$ cat config.mk
export PLATFORM = sky130hd
export DESIGN_NAME = debounce_timer_bank
export DESIGN_NICKNAME = d
export VERILOG_FILES = /design/src/rtl/debounce_timer_bank.sv
export SDC_FILE = /design/constraint.sdc
export NUM_CORES = 1
export LEC_CHECK = 0
export CORE_UTILIZATION = 55
export DETAILED_ROUTE_END_ITERATION = 10
export GPL_ROUTABILITY_DRIVEN = 0
export PLACE_DENSITY = 0.8
export SLEW_MARGIN = 20
export SYNTH_ARGS = -nofsm -noshare
export SYNTH_HDL_FRONTEND = slang
export SYNTH_SLANG_ARGS = --single-unit
$ cat constraint.sdc
create_clock -name clk -period 3.5 [get_ports clk]
set_input_delay 1.05 -clock clk [delete_from_list [all_inputs] [get_ports clk]]
set_output_delay 1.05 -clock clk [all_outputs]
set_load 0.01 [all_outputs]
$ cat src/rtl/debounce_timer_bank.sv
// Shared debounce timing: one prescaler produces a common tick, and each channel
// runs a CLEAR/COUNT/DONE timer against a programmable tick limit.
module debounce_timer_bank #(
  parameter int CHANNELS      = 4,
  parameter int PRESCALE      = 50000,
  parameter int CNT_W         = 8,
  parameter int DEFAULT_LIMIT = 20
) (
  input  logic                      clk,
  input  logic                      reset_n,
  input  logic [CHANNELS-1:0]       timer_reset,
  output logic [CHANNELS-1:0]       timer_done,
  input  logic                      cfg_we,
  input  logic [CNT_W-1:0]          cfg_limit,
  output logic [CNT_W-1:0]          limit,
  output logic                      tick,
  output logic [2*CHANNELS-1:0]     dbg_state,
  output logic [CHANNELS*CNT_W-1:0] dbg_count
);

  typedef enum logic [1:0] {
    ST_CLEAR = 2'd0,
    ST_COUNT = 2'd1,
    ST_DONE  = 2'd2
  } state_e;

  localparam int PRE_W = (PRESCALE > 1) ? $clog2(PRESCALE) : 1;
  localparam logic [PRE_W-1:0] PRE_MAX = PRE_W'(PRESCALE - 1);

  logic [PRE_W-1:0]    pre_cnt_q, pre_cnt_d;
  logic                run_q;
  logic [CNT_W-1:0]    limit_q, limit_d;
  state_e              state_q [CHANNELS];
  state_e              state_d [CHANNELS];
  logic [CNT_W-1:0]    cnt_q   [CHANNELS];
  logic [CNT_W-1:0]    cnt_d   [CHANNELS];
  logic [CNT_W:0]      cnt_inc [CHANNELS];
  logic [CHANNELS-1:0] done_q, done_d;

  // run_q keeps tick low while in reset even when PRESCALE is 1.
  assign tick       = run_q && (pre_cnt_q == PRE_MAX);
  assign timer_done = done_q;
  assign limit      = limit_q;

  always_comb begin
    pre_cnt_d = (pre_cnt_q == PRE_MAX) ? '0 : pre_cnt_q + PRE_W'(1);
    limit_d   = limit_q;
    if (cfg_we) begin
      limit_d = (cfg_limit == '0) ? CNT_W'(1) : cfg_limit;
    end
  end

  always_comb begin
    done_d = done_q;
    for (int i = 0; i < CHANNELS; i++) begin
      state_d[i] = state_q[i];
      cnt_d[i]   = cnt_q[i];
      cnt_inc[i] = {1'b0, cnt_q[i]} + (CNT_W + 1)'(1);
      case (state_q[i])
        ST_CLEAR: begin
          cnt_d[i]  = '0;
          done_d[i] = 1'b0;
          // Leaving CLEAR never reaches DONE directly, so a stale done cannot appear.
          if (!timer_reset[i]) begin
            state_d[i] = ST_COUNT;
            if (tick) cnt_d[i] = CNT_W'(1);
          end
        end
        ST_COUNT: begin
          if (timer_reset[i]) begin
            state_d[i] = ST_CLEAR;
            cnt_d[i]   = '0;
            done_d[i]  = 1'b0;
          end else if (tick) begin
            cnt_d[i] = cnt_inc[i][CNT_W] ? cnt_q[i] : cnt_inc[i][CNT_W-1:0];
            if (cnt_inc[i] >= {1'b0, limit_q}) begin
              state_d[i] = ST_DONE;
              done_d[i]  = 1'b1;
            end
          end
        end
        ST_DONE: begin
          done_d[i] = 1'b1;
          if (timer_reset[i]) begin
            state_d[i] = ST_CLEAR;
            cnt_d[i]   = '0;
            done_d[i]  = 1'b0;
          end
        end
        default: begin
          state_d[i] = ST_CLEAR;
          cnt_d[i]   = '0;
          done_d[i]  = 1'b0;
        end
      endcase
    end
  end

  always_comb begin
    for (int i = 0; i < CHANNELS; i++) begin
      dbg_state[2*i +: 2]       = state_q[i];
      dbg_count[i*CNT_W +: CNT_W] = cnt_q[i];
    end
  end

  always_ff @(posedge clk or negedge reset_n) begin
    if (!reset_n) begin
      pre_cnt_q <= '0;
      run_q     <= 1'b0;
      limit_q   <= CNT_W'(DEFAULT_LIMIT);
      done_q    <= '0;
      for (int i = 0; i < CHANNELS; i++) begin
        state_q[i] <= ST_CLEAR;
        cnt_q[i]   <= '0;
      end
    end else begin
      pre_cnt_q <= pre_cnt_d;
      run_q     <= 1'b1;
      limit_q   <= limit_d;
      done_q    <= done_d;
      for (int i = 0; i < CHANNELS; i++) begin
        state_q[i] <= state_d[i];
        cnt_q[i]   <= cnt_d[i];
      end
    end
  end

endmodule

* Yosys cells after proc, flatten, opt, wreduce, memory -nomap -nowiden
Index checks and enable logic that the tools add are counted.
Storage, ports and cells: flip-flop bits (word level) 69, bits of input ports 15, logic and storage cells 142
Cells by class: add/subtract/negate cells 5, $lt $le $gt $ge 4, eq/ne operators 29, multiplexer cells 71, reduce and logical (&&, ||, !) cells 18
Operators by type and width (number):
- $mux W8 | 18
- $pmux W8 S3 | 4
- $mux W2 | 20
- $add A8 B1 Y9 const B | 4
- $ge A9 B8 Y1 | 4
- $ne A3 B3 Y1 const B | 12
- $pmux W2 S3 | 4
- $mux W1 | 20
- $add A16 B1 Y16 const B | 1
- $eq A16 B16 Y1 const B | 1
- $mux W16 | 1
- $ne A2 B2 Y1 const B | 8
- $reduce_and A4 Y1 | 4
- $reduce_and A3 Y1 | 4
- $eq A2 B1 Y1 const B | 4
- $eq A2 B2 Y1 const B | 4
- $logic_not A2 Y1 | 4
- $logic_not A8 Y1 | 1
- $pmux W1 S2 | 4
- $reduce_and A2 Y1 | 4
- $logic_and A1 B1 Y1 | 1

* Longest topological paths before layout
word-level depth 6, gate-level depth with buffers 11, gate-level depth less buffers 11

* Worst setup path after synthesis
No wires, ideal clock.
path type reg-to-reg, from register cnt_q, in the netlist dbg_count[16], to register state_q, in the netlist dbg_state[4], library setup time 0.125 ns, arrival 2.701 ns, required time 3.375 ns, setup slack 0.674 ns, stages on the path, launching flop included 12, path buffers 1, period minus slack after synthesis 2.826 ns, path through dfrtp_1 ha_1 and3_1 clkbuf_1 nand3_1 xnor2_1 ha_1 a21o_1 a2111oi_0 o21ai_0 o211ai_1 mux2_2
On the way: longest elaborated chain between the ends 4
RTL lines:
- from (decl) | RTL line 35 | logic [CNT_W-1:0] cnt_q [CHANNELS];
- from (signal, indexed assignment) | RTL line 123 | cnt_q[i] <= cnt_d[i];
- $add A8 B1 Y9 | RTL line 58 | cnt_inc[i] = {1'b0, cnt_q[i]} + (CNT_W + 1)'(1);
- $ge A9 B8 Y1 | RTL line 76 | if (cnt_inc[i] >= {1'b0, limit_q}) begin
- $ne A3 B3 Y1 (no line)
- $reduce_and A4 Y1 (no line)
- to (signal, indexed assignment) | RTL line 122 | state_q[i] <= state_d[i];
- to (decl) | RTL line 33 | state_e state_q [CHANNELS];
Every way passes these cells. A chain may end at the register's enable or synchronous reset.

* Final worst setup path
Same ends and word-level chain as after synthesis.

==> PnR_summary.wiki <==
{| class="wikitable"
! Metric !! Value
|-
| Number of remaining DRC errors || 0
|-
| Synth Net Count || 558
|-
| Post-synthesis instance total || 494
|-
| Power per unit of standard cell area || 448.0 nW/um^2
|-
| Final setup slack of the worst path || slightly above 0.4 ns
|-
| Data required time at the worst endpoint || between 3 and 4 ns
|-
| Inserted Clock Buffers || 9
|-
| Largest vdd supply drop || 0.3399 mV
|-
| Cell repeated most along the worst path || sky130_fd_sc_hd__ha_1
|-
| Floorplan die height || 92.22 microns
|-
| Netlist cell types || 49
|-
| Hold path cells || 1
|-
| Iteration-0 DRC count of the detailed router || 177
|-
| Number of hold buffers added after cts || 0
|-
| Crit path DAT || 3.32 ns
|-
| Total negative slack for setup checks || 0 ns
|-
| Most used standard cells in the synthesized netlist || sky130_fd_sc_hd__dfrtp_1, sky130_fd_sc_hd__nand2_1, sky130_fd_sc_hd__ha_1
|-
| Startpoint class of the critical path || register
|-
| Number of fill cells in the layout || 625
|-
| Critical-path cell with the highest stage delay || sky130_fd_sc_hd__dfrtp_1
|-
| Fin crit period || 3.086 ns
|-
| Post-DR vias/cell || around 6
|-
| Maximum number of pins on one net before global-route repair || 36
|-
| Number of rows in the core area || 32
|-
| Number of iterations in the first detailed-routing pass || 5
|-
| Setup violations, final || 0
|-
| Delay-heaviest family, CP || compound AO/OA/AOI/OAI gates
|-
| Footprint of the multi-input gates || between 2000 and 3000 sq um
|-
| Core area || 7807 sq um
|-
| P_leak || 2.544 nW
|-
| Initial core utilization || 57.34%
|-
| Clock transition time at the flip-flop clock pins of the worst setup and hold paths || roughly 0.07 ns
|-
| Wire length of the first global-routing pass || roughly 18000 microns
|-
| Area share of the leading cell type in the synthesized netlist || 37.45%
|-
| TritonCTS clock tree || built
|-
| Post-synth design cell area || 4477 sq um
|-
| Net count, final || 631
|-
| Per-cell routed wire length || between 15 and 20 microns
|-
| I/O pin count || 68
|-
| Via Count || 3928
|-
| X dimension of the die || 92.22 microns
|-
| Maximum cell stage delay along the critical path || 0.45 ns
|-
| Crit path buffers/inverters || 0
|-
| Fraction of layout instances using a drive strength above 1 || 6.119%
|-
| Storage element area || between 1500 and 2000 sq um
|-
| Worst Skew || 0.007685 ns
|-
| Critical path type || reg2reg
|-
| Post-CTS setup buffer count || 0
|-
| Category of the worst setup path capture point || register
|-
| Worst max-slew margin expressed relative to the limit || 45.17%
|-
| Unrepaired setup endpoints after global routing || no
|-
| Antenna violations before repair || 0
|-
| Detailed Route WL || 10890 microns
|-
| Signed area change from the synthesized netlist to the final layout || 22.19%
|-
| Layout Cells excl Fill || 674
|-
| FMAX || about 0.32 GHz
|-
| Count of final hold-check violations || 0
|-
| Post-DP Area || about 5300 sq um
|-
| # diodes || 0
|-
| Outcome || complete, no violations
|-
| Sum of net half-perimeters after detailed placement || about 8100 microns
|-
| Share of synthesized registers carrying an async set or reset || 100.0%
|-
| Stages on the worst setup path || 10
|-
| Placed Cells incl. Taps || 658
|-
| Util after Layout || about 70%
|-
| Max-slew violation count || 0
|-
| All-layer global routing usage || 27.84%
|-
| Worst-Margin Slew || between 0.8 and 0.9 ns
|-
| Sequential fraction of the synthesis area || 38.62%
|-
| Maximum Capacitance Violations || 0
|-
| Post-synth EDFFs || 0
|-
| Post-placement worst setup slack || 0.3339 ns
|-
| Primary flip-flop cell chosen by synthesis mapping || sky130_fd_sc_hd__dfrtp_1
|-
| Number of warnings reported in the yosys synthesis log || 0
|-
| Average size of a mapped cell || 9.062 sq um
|-
| Synthesized flop and latch total || 69
|-
| Number of global-route vias before repair || 3895
|-
| Hold WC Path Type || reg2reg
|-
| Number of cells on the worst reg-to-reg path || 10
|-
| Maximum fanout along the worst path || 6
|-
| Cells along the critical path || ha_1 -> and3_1 -> nand3_1 -> xnor2_1 -> ha_1 -> a21o_1 -> a2111oi_0 -> o21ai_0 -> o211ai_1 -> mux2_2
|-
| Maximum root-to-sink buffer count || 2
|-
| Number of clock sinks seen by CTS || about 70
|-
| Remaining number of nets flagged by the antenna check after routing || 0
|-
| Final critical-path share of the clock period || 88.16%
|-
| Synth area leaders || sky130_fd_sc_hd__dfrtp_1, sky130_fd_sc_hd__ha_1, sky130_fd_sc_hd__nand2_1, sky130_fd_sc_hd__xnor2_1, sky130_fd_sc_hd__o21ai_0
|-
| Yosys top cell by area || sky130_fd_sc_hd__dfrtp_1
|-
| Overflow left after global routing || 0
|-
| Total Die Area || 8505 sq um
|-
| Clock Latency Late Sink || 0.35 ns
|-
| Clock tree root buffer cell || sky130_fd_sc_hd__clkbuf_8
|-
| H-tree Lvls || 3
|-
| Most numerous cell in the Yosys netlist || sky130_fd_sc_hd__dfrtp_1
|-
| Count of input and output buffers || 67
|-
| Post_cts resized || 1
|-
| Final std cell area, no fill || 5470 sq um
|}
## where the power goes
part	leakage, nW	total, W	switching [W]	internal [W]
Combinational	1.55	0.000909	0.000473	0.000436
Clock	0.0844	0.000573	0.000297	0.000276
Sequential	0.914	0.000969	0.0000902	0.000878
Total	2.54	0.00245	0.000860	0.00159
## placed cells by master, fill, tap and decap left out, drive strengths merged, types with 2 or more instances in the layout
cell / synthesis / routed
a211o: 3 / 3
a211oi: 4 / 4
a21o: 6 / 6
a21oi: 24 / 24
a22o: 5 / 5
a31o: 2 / 2
a31oi: 5 / 5
and3: 10 / 10
and4: 3 / 3
buf: 3 / 8
clkbuf: 9 / 14
clkdlybuf4s50: 0 / 65
clkinv: 0 / 2
dfrtp: 67 / 67
dfstp: 2 / 2
ha: 49 / 49
inv: 26 / 26
mux2: 4 / 4
nand2: 61 / 61
nand2b: 19 / 19
nand3: 20 / 20
nand4: 8 / 8
nor2: 38 / 38
nor2b: 8 / 8
nor3: 9 / 9
nor4: 4 / 4
o211ai: 4 / 4
o21a: 3 / 3
o21ai: 33 / 33
o22ai: 3 / 3
o31a: 2 / 2
o31ai: 6 / 6
or3: 3 / 3
or4bb: 2 / 2
xnor2: 19 / 19
xor2: 17 / 17
## state kept, by name (all words and copies together), names as in the netlist
signal,flops
dbg_count,32
timer_done,4
run_q,1
pre_cnt_q,16
limit,8
dbg_state,8
## path summary, 6_finish.rpt
check | slack (ns) | from | end
min in group asynchronous | 0.79 | reset_n | dbg_count[23]
min | 0.49 | pre_cnt_q[0] | pre_cnt_q[0]
max | 0.41 | dbg_count[16] | dbg_state[4]
min reg2reg | 0.49 | pre_cnt_q[0] | pre_cnt_q[0]
max in group asynchronous | 1.98 | reset_n | limit[2]
max reg2reg | 0.41 | dbg_count[16] | dbg_state[4]
## metrics by stage
stage | power [W] | hold slack [ns]
after global routing | 0.002609 | 0.5090
final | 0.002451 | 0.4903
after global placement | 0.001839 | 0.4656
after CTS | 0.002459 | 0.4887
after floorplan | 0.001527 | 0.4484
after detailed placement | 0.001881 | 0.4784
## cell families after synthesis
group           after synthesis  share of synthesized area (%)
compound gates              107                          15.06
xor+xnor                     36                          7.043
fa+ha+maj                    49                          13.69
buf+inv                      38                          3.381
flops                        69                          38.62
mux                           5                          1.230
other cells                   1                        0.08377
simple gates                189                          20.88
## final cells by class
cell class / count / share of cell area, %
clock buffer: 14 / 2.790
clock inverter: 2 / 0.1830
inverter: 26 / 1.784
multi-input combinational: 387 / 47.90
sequential: 69 / 31.61
tap: 102 / 2.333
timing repair buffer: 74 / 13.40
## metal layers
metal  GRT usage [%]  vias up  wire length (microns)
met5               0        -                      0
met4           9.115        0                    221
met3           6.965       23                    644
met2           48.76      119                   5532
met1           33.30     1887                   4492
li1                -     1899                      -
## worst reg2reg max path, cell delays in order, from the launching register on
cell,delay [ns]
sky130_fd_sc_hd__dfrtp_1,0.45
sky130_fd_sc_hd__ha_1,0.25
sky130_fd_sc_hd__and3_1,0.27
sky130_fd_sc_hd__nand3_1,0.12
sky130_fd_sc_hd__xnor2_1,0.23
sky130_fd_sc_hd__ha_1,0.30
sky130_fd_sc_hd__a21o_1,0.16
sky130_fd_sc_hd__a2111oi_0,0.38
sky130_fd_sc_hd__o21ai_0,0.30
sky130_fd_sc_hd__o211ai_1,0.17
sky130_fd_sc_hd__mux2_2,0.35
Note: power is estimated with default switching activity, not from simulation.
